$ cat src/rtl/cache_pkg.sv
// Shared types for the cache line-fill slice: fill FSM encoding and line-memory access-size codes.
package cache_pkg;

   typedef enum logic [1:0] {
      ST_IDLE = 2'd0,
      ST_REQ  = 2'd1,
      ST_FILL = 2'd2,
      ST_DONE = 2'd3
   } fill_state_t;

   localparam logic [1:0] WL_BYTE = 2'b00;
   localparam logic [1:0] WL_HALF = 2'b01;
   localparam logic [1:0] WL_WORD = 2'b10;

endpackage

$ cat src/rtl/cache_wrapcnt.sv
// Wrapping beat-index counter: loads a start index, increments per beat and flags the final beat of a line.
module cache_wrapcnt #(
   parameter int unsigned CW = 5
) (
   input  logic          clk,
   input  logic          reset,
   input  logic          load,
   input  logic [CW-1:0] start,
   input  logic          inc,
   output logic [CW-1:0] idx,
   output logic          last_c
);

   logic [CW-1:0] start_q;

   always_ff @(posedge clk) begin
      if (reset) begin
         idx     <= '0;
         start_q <= '0;
      end else if (load) begin
         idx     <= start;
         start_q <= start;
      end else if (inc) begin
         idx <= idx + CW'(1);
      end
   end

   // Final beat is the one just before the index wraps back to where it started.
   assign last_c = ((idx + CW'(1)) == start_q);

endmodule

$ cat src/rtl/cache_linefill.sv
// Cache line-fill engine: issues one burst read per miss and streams the beats into the line memory.
// Optional build macro CACHE_CRITICAL_WORD_FIRST_EN starts the burst at the requested word and wraps.
module cache_linefill
   import cache_pkg::*;
#(
   parameter int unsigned ADDRBITS    = 32,
   parameter int unsigned DATABITS    = 32,
   parameter int unsigned LSBBITS     = 7,
   parameter int unsigned WORDLENBITS = 2
) (
   input  logic                   clk,
   input  logic                   reset,
   input  logic                   fill_req,
   input  logic [ADDRBITS-1:0]    fill_addr,
   output logic                   fill_busy,
   output logic                   fill_done,
   output logic                   crit_valid,
   output logic [DATABITS-1:0]    crit_data,
   output logic                   mem_rd,
   output logic [ADDRBITS-1:0]    mem_addr,
   input  logic                   mem_ack,
   input  logic                   mem_valid,
   input  logic [DATABITS-1:0]    mem_in,
   output logic [LSBBITS-1:0]     line_mem_wraddr,
   output logic                   line_mem_we,
   output logic [DATABITS-1:0]    line_mem_in,
   output logic [WORDLENBITS-1:0] line_mem_in_wordlen
);

   localparam int unsigned CW = LSBBITS - 2;

   fill_state_t   state, state_next;
   logic [CW-1:0] req_idx_c, start_idx_c, crit_idx, beat_idx;
   logic          accept_c, beat_c, last_c, last_wr;
   logic          unused_c;

   assign req_idx_c = fill_addr[LSBBITS-1:2];
   assign unused_c  = ^fill_addr[1:0];

`ifdef CACHE_CRITICAL_WORD_FIRST_EN
   assign start_idx_c = req_idx_c;
`else
   assign start_idx_c = '0;
`endif

   assign line_mem_in_wordlen = WORDLENBITS'(WL_WORD);

   cache_wrapcnt #(.CW(CW)) u_wrapcnt (
      .clk    (clk),
      .reset  (reset),
      .load   (accept_c),
      .start  (start_idx_c),
      .inc    (beat_c),
      .idx    (beat_idx),
      .last_c (last_c)
   );

   always_ff @(posedge clk) begin
      if (reset) state <= ST_IDLE;
      else       state <= state_next;
   end

   // Next state; beats are accepted only in FILL and only until the last one has been taken.
   always_comb begin
      state_next = state;
      accept_c   = 1'b0;
      beat_c     = 1'b0;
      case (state)
         ST_IDLE: begin
            if (fill_req) begin
               accept_c   = 1'b1;
               state_next = ST_REQ;
            end
         end
         ST_REQ: begin
            if (mem_rd && mem_ack) state_next = ST_FILL;
         end
         ST_FILL: begin
            beat_c = mem_valid && !last_wr;
            if (last_wr) state_next = ST_DONE;
         end
         ST_DONE: state_next = ST_IDLE;
         default: state_next = ST_IDLE;
      endcase
   end

   // Registered outputs track the next state so they line up with the state they describe.
   always_ff @(posedge clk) begin
      if (reset) begin
         fill_busy       <= 1'b0;
         fill_done       <= 1'b0;
         mem_rd          <= 1'b0;
         mem_addr        <= '0;
         crit_idx        <= '0;
         crit_valid      <= 1'b0;
         crit_data       <= '0;
         line_mem_we     <= 1'b0;
         line_mem_wraddr <= '0;
         line_mem_in     <= '0;
         last_wr         <= 1'b0;
      end else begin
         fill_busy   <= (state_next != ST_IDLE);
         fill_done   <= (state_next == ST_DONE);
         mem_rd      <= (state_next == ST_REQ);
         line_mem_we <= beat_c;
         crit_valid  <= beat_c && (beat_idx == crit_idx);
         last_wr     <= (state_next == ST_FILL) && (last_wr || (beat_c && last_c));
         if (accept_c) begin
            crit_idx <= req_idx_c;
            mem_addr <= {fill_addr[ADDRBITS-1:LSBBITS], start_idx_c, 2'b00};
         end
         if (beat_c) begin
            line_mem_in     <= mem_in;
            line_mem_wraddr <= {beat_idx, 2'b00};
         end
         if (beat_c && (beat_idx == crit_idx)) crit_data <= mem_in;
      end
   end

endmodule

$ cat config.mk
export PLATFORM = sky130hd
export DESIGN_NAME = cache_linefill
export DESIGN_NICKNAME = d
export VERILOG_FILES = /design/src/rtl/cache_pkg.sv /design/src/rtl/cache_wrapcnt.sv /design/src/rtl/cache_linefill.sv
export SDC_FILE = /design/constraint.sdc
export NUM_CORES = 1
export LEC_CHECK = 0
export CAP_MARGIN = 0
export CORE_UTILIZATION = 30
export DETAILED_ROUTE_END_ITERATION = 8
export PLACE_DENSITY = 0.65
export SETUP_SLACK_MARGIN = 0.05
export SYNTH_ARGS = -nofsm -noshare
export SYNTH_HDL_FRONTEND = slang
export SYNTH_SLANG_ARGS = --single-unit
$ cat constraint.sdc
create_clock -name clk -period 2 [get_ports clk]
set_input_delay 0.2 -clock clk [delete_from_list [all_inputs] [get_ports clk]]
set_output_delay 0.2 -clock clk [all_outputs]
set_load 0.1 [all_outputs]
==> impl_metrics.env <==
export IMPL_p_seq_frac=0.470
export IMPL_muxShareOfSynthArea=0.00237
export IMPL_postRouteAntennaNets=0
export IMPL_outcome="finished, final reports clean"
export IMPL_synth_edf_count=0
export IMPL_p_sw_mw=1.47
export IMPL_finalInstanceArea_um2=6040
export IMPL_drt_iter0_drc=268
export IMPL_cts_resized=0
export IMPL_final_common_cell="nand2_1"
export IMPL_die_h_um=121
export IMPL_clock_sinks=112
export IMPL_synth_fa_ha_area_frac=0.00594
export IMPL_synth_cell_area_um2=4220
export IMPL_final_layout_size_suffix_gt1_frac=0.202
export IMPL_dp_hpwl_mm=8.18
export IMPL_end_kind="flop"
export IMPL_crit_chain="and4bb_2, and3_1, buf_4, nand3_1, a21oi_1"
export IMPL_numCtsBuffers=9
export IMPL_cap_violations=0
export IMPL_hold_buffers=0
export IMPL_hold_viol=0
export IMPL_max_slew_margin_rel=0.584
export IMPL_grt_pass1_vias=3901
export IMPL_cts_max_path_buffers=2
export IMPL_worst_slack_ns=0.333
export IMPL_drv_slew=0
export IMPL_die_area_um2=14500
export IMPL_ff2ff_path_depth=5
export IMPL_grt_pass1_wl_mm=19.2
export IMPL_final_cell_mix="nand2_1 (135), dfxtp_1 (112), buf_4 (109)"
export IMPL_ys_warnings_count=0
export IMPL_antenna_found_initial=0
export IMPL_port_buffers=165
export IMPL_grt_remaining_overflow=0
export IMPL_period_minus_slack_ns=1.67
export IMPL_critical_path_slowest_cell="dfxtp_1"
export IMPL_synth_top_family_by_area="simple AND/OR/NAND/NOR gates"
export IMPL_htreeDepth=3
export IMPL_swShare=0.298
export IMPL_max_freq_mhz=600
export IMPL_crit_arrival_ns=1.95
export IMPL_cts_clk_slew_worst_paths_ns=0.07
export IMPL_yosysTopAreaCell="dfxtp_1"
export IMPL_p_leak_nw=2.33
export IMPL_tightest_slew_ns=0.624
export IMPL_cts_setup_buffers=0
export IMPL_cts_tree="built"
export IMPL_power_density_nw_per_um2=817
export IMPL_synth_xor_area_frac=0.0208
export IMPL_r2r_start="state[1]"
export IMPL_track_usage=0.167
export IMPL_worstHoldStart="reset"
export IMPL_placed_cell_area_um2=5750
export IMPL_initial_core_util=0.313
export IMPL_min_period_over_period=0.834
export IMPL_routed_wl_mm=11.9
export IMPL_routedWlPerCell_um=14.1
export IMPL_ir_drop_uv=428
export IMPL_pre_cts_ws_ns=0.157
export IMPL_synth_compound_area_share=0.165
export IMPL_synth_simple_area_share=0.205
export IMPL_postSynthCellCount=517
export IMPL_synth_cell_types=32
export IMPL_min_path_type="input pin to flop"
export IMPL_rsz0062_at_grt="false"
export IMPL_root_buffer="clkbuf_16"
export IMPL_diodes=0
export IMPL_finalSetupViolCount=0
export IMPL_hold_slack_ns=0.305
export IMPL_synth_seq_cells=112
export IMPL_internal_power_mw=3.46
export IMPL_critPathMaxFanout=11
export IMPL_yosys_top_cells_area="dfxtp_1 (53%), a21oi_1 (12%), nand2_1 (12%)"
export IMPL_vias=4013
export IMPL_dr_pass1_iters=4
export IMPL_num_rows=42
export IMPL_synth_top_area_share=0.532
export IMPL_tns_ns=0
export IMPL_boundaryPins=179
export IMPL_whs_path_depth=2
export IMPL_clock_latency_ns=0.35
export IMPL_drc=0
export IMPL_synthArstFlopShare=0
export IMPL_routabilityCongestion=0.777
export IMPL_nets=731
export IMPL_clkPwrFrac=0.353
export IMPL_area_growth_pct=43.2
export IMPL_cpPeakStageDelay_ns=0.52
export IMPL_worstSetupPathType="flop to flop"
export IMPL_critical_path_startpoint="state[1]"
export IMPL_fillers=1337
export IMPL_critPathLaunchType="flop"
export IMPL_viasPerCell=4.77
export IMPL_avgSynthCellArea_um2=8.15
export IMPL_skew_ns=0.00621
export IMPL_pwr_share_comb=0.178
export IMPL_coreArea_um2=13500
export IMPL_grt_max_degree=47
export IMPL_ys_seq_area_frac=0.532
export IMPL_p_total_mw=4.93
export IMPL_die_w_um=121
export IMPL_synth_top_flop_cell="dfxtp_1"
export IMPL_cp_required_ns=2.28
-- worst paths after layout --
check	endpoint	slack [ns]
hold reg to reg	line_mem_wraddr[3]	0.45
setup reg to reg	crit_data[26]	0.33
hold / removal	crit_idx[0]	0.31
setup / recovery	crit_data[26]	0.33
-- registers in the layout (all words and copies together), names as in the netlist --
name	flops
crit_valid	1
line_mem_wraddr	5
line_mem_we	1
mem_addr	25
fill_done	1
crit_data	32
crit_idx	5
mem_rd	1
fill_busy	1
u_wrapcnt.idx	5
state	2
line_mem_in	32
last_wr	1
-- metal layers --
metal,wire (um),GRT usage
met5,0,0
met4,218,0.0702
met3,999,0.0528
met2,5410,0.270
met1,5260,0.205
-- power groups by stage --
stage	Clock [mW]	Combinational, mW	Sequential [mW]
after floorplan	0	0.298	2.68
after global placement	0	0.874	2.36
after detailed placement	0	0.880	2.37
after CTS	1.79	0.883	2.32
after global routing	1.89	0.923	2.32
final	1.74	0.877	2.32
-- kinds of logic (layout without fill, tap and decap cells) --
| kind of cell | Yosys count | count (layout) |
|---|---|---|
| other | 2 | 11 |
| multiplexers | 1 | 1 |
| XOR/XNOR | 10 | 10 |
| adder cells (fa/ha/maj) | 2 | 2 |
| buffers and inverters | 56 | 195 |
| AND/OR/NAND/NOR | 197 | 197 |
| AO/OA/AOI/OAI | 137 | 137 |
| flip-flops | 112 | 112 |
-- stage by stage --
| stage | utilization | cells |
|---|---|---|
| 6_report | 0.449 | 841 |
| 5_1_grt | 0.449 | 841 |
| 4_1_cts | 0.449 | 841 |
| 3_5_place_dp | 0.427 | 825 |
| 3_3_place_gp | 0.427 | 825 |
| 2_1_floorplan | - | 526 |
-- critical path: cells and delay by family, from the launching register on --
kind	cells	cell delay, ns
AOI/OAI and AO/OA	1	0.16
DFF	1	0.52
buffers and inverters	1	0.21
and+or+nand+nor	3	0.69
-- synth_stat cells (2+ instances only) --
cell type and n:
a21oi_1 102, and3_1 2, buf_2 10, buf_4 16
clkbuf_1 28, conb_1 2, dfxtp_1 112, ha_1 2
nand2_1 135, nand2b_1 2, nand3_1 36, nand4_1 2
nand4bb_1 2, nor2_1 3, nor3_1 6, o21ai_0 32
or2_2 2, xnor2_1 7, xor2_1 3
-- layout make-up --
type | instances | area [um^2] | share of cell area
repair buffers | 178 | 1550 | 0.257
inverters | 1 | 3.75 | 0.000622
flip-flops and latches | 112 | 2240 | 0.371
multi-input cells | 358 | 1740 | 0.288
clock inverters | 3 | 15.0 | 0.00249
clock buffers | 13 | 270 | 0.0448
well taps | 176 | 220 | 0.0365
No activity file was read; power rests on OpenSTA's default activity.
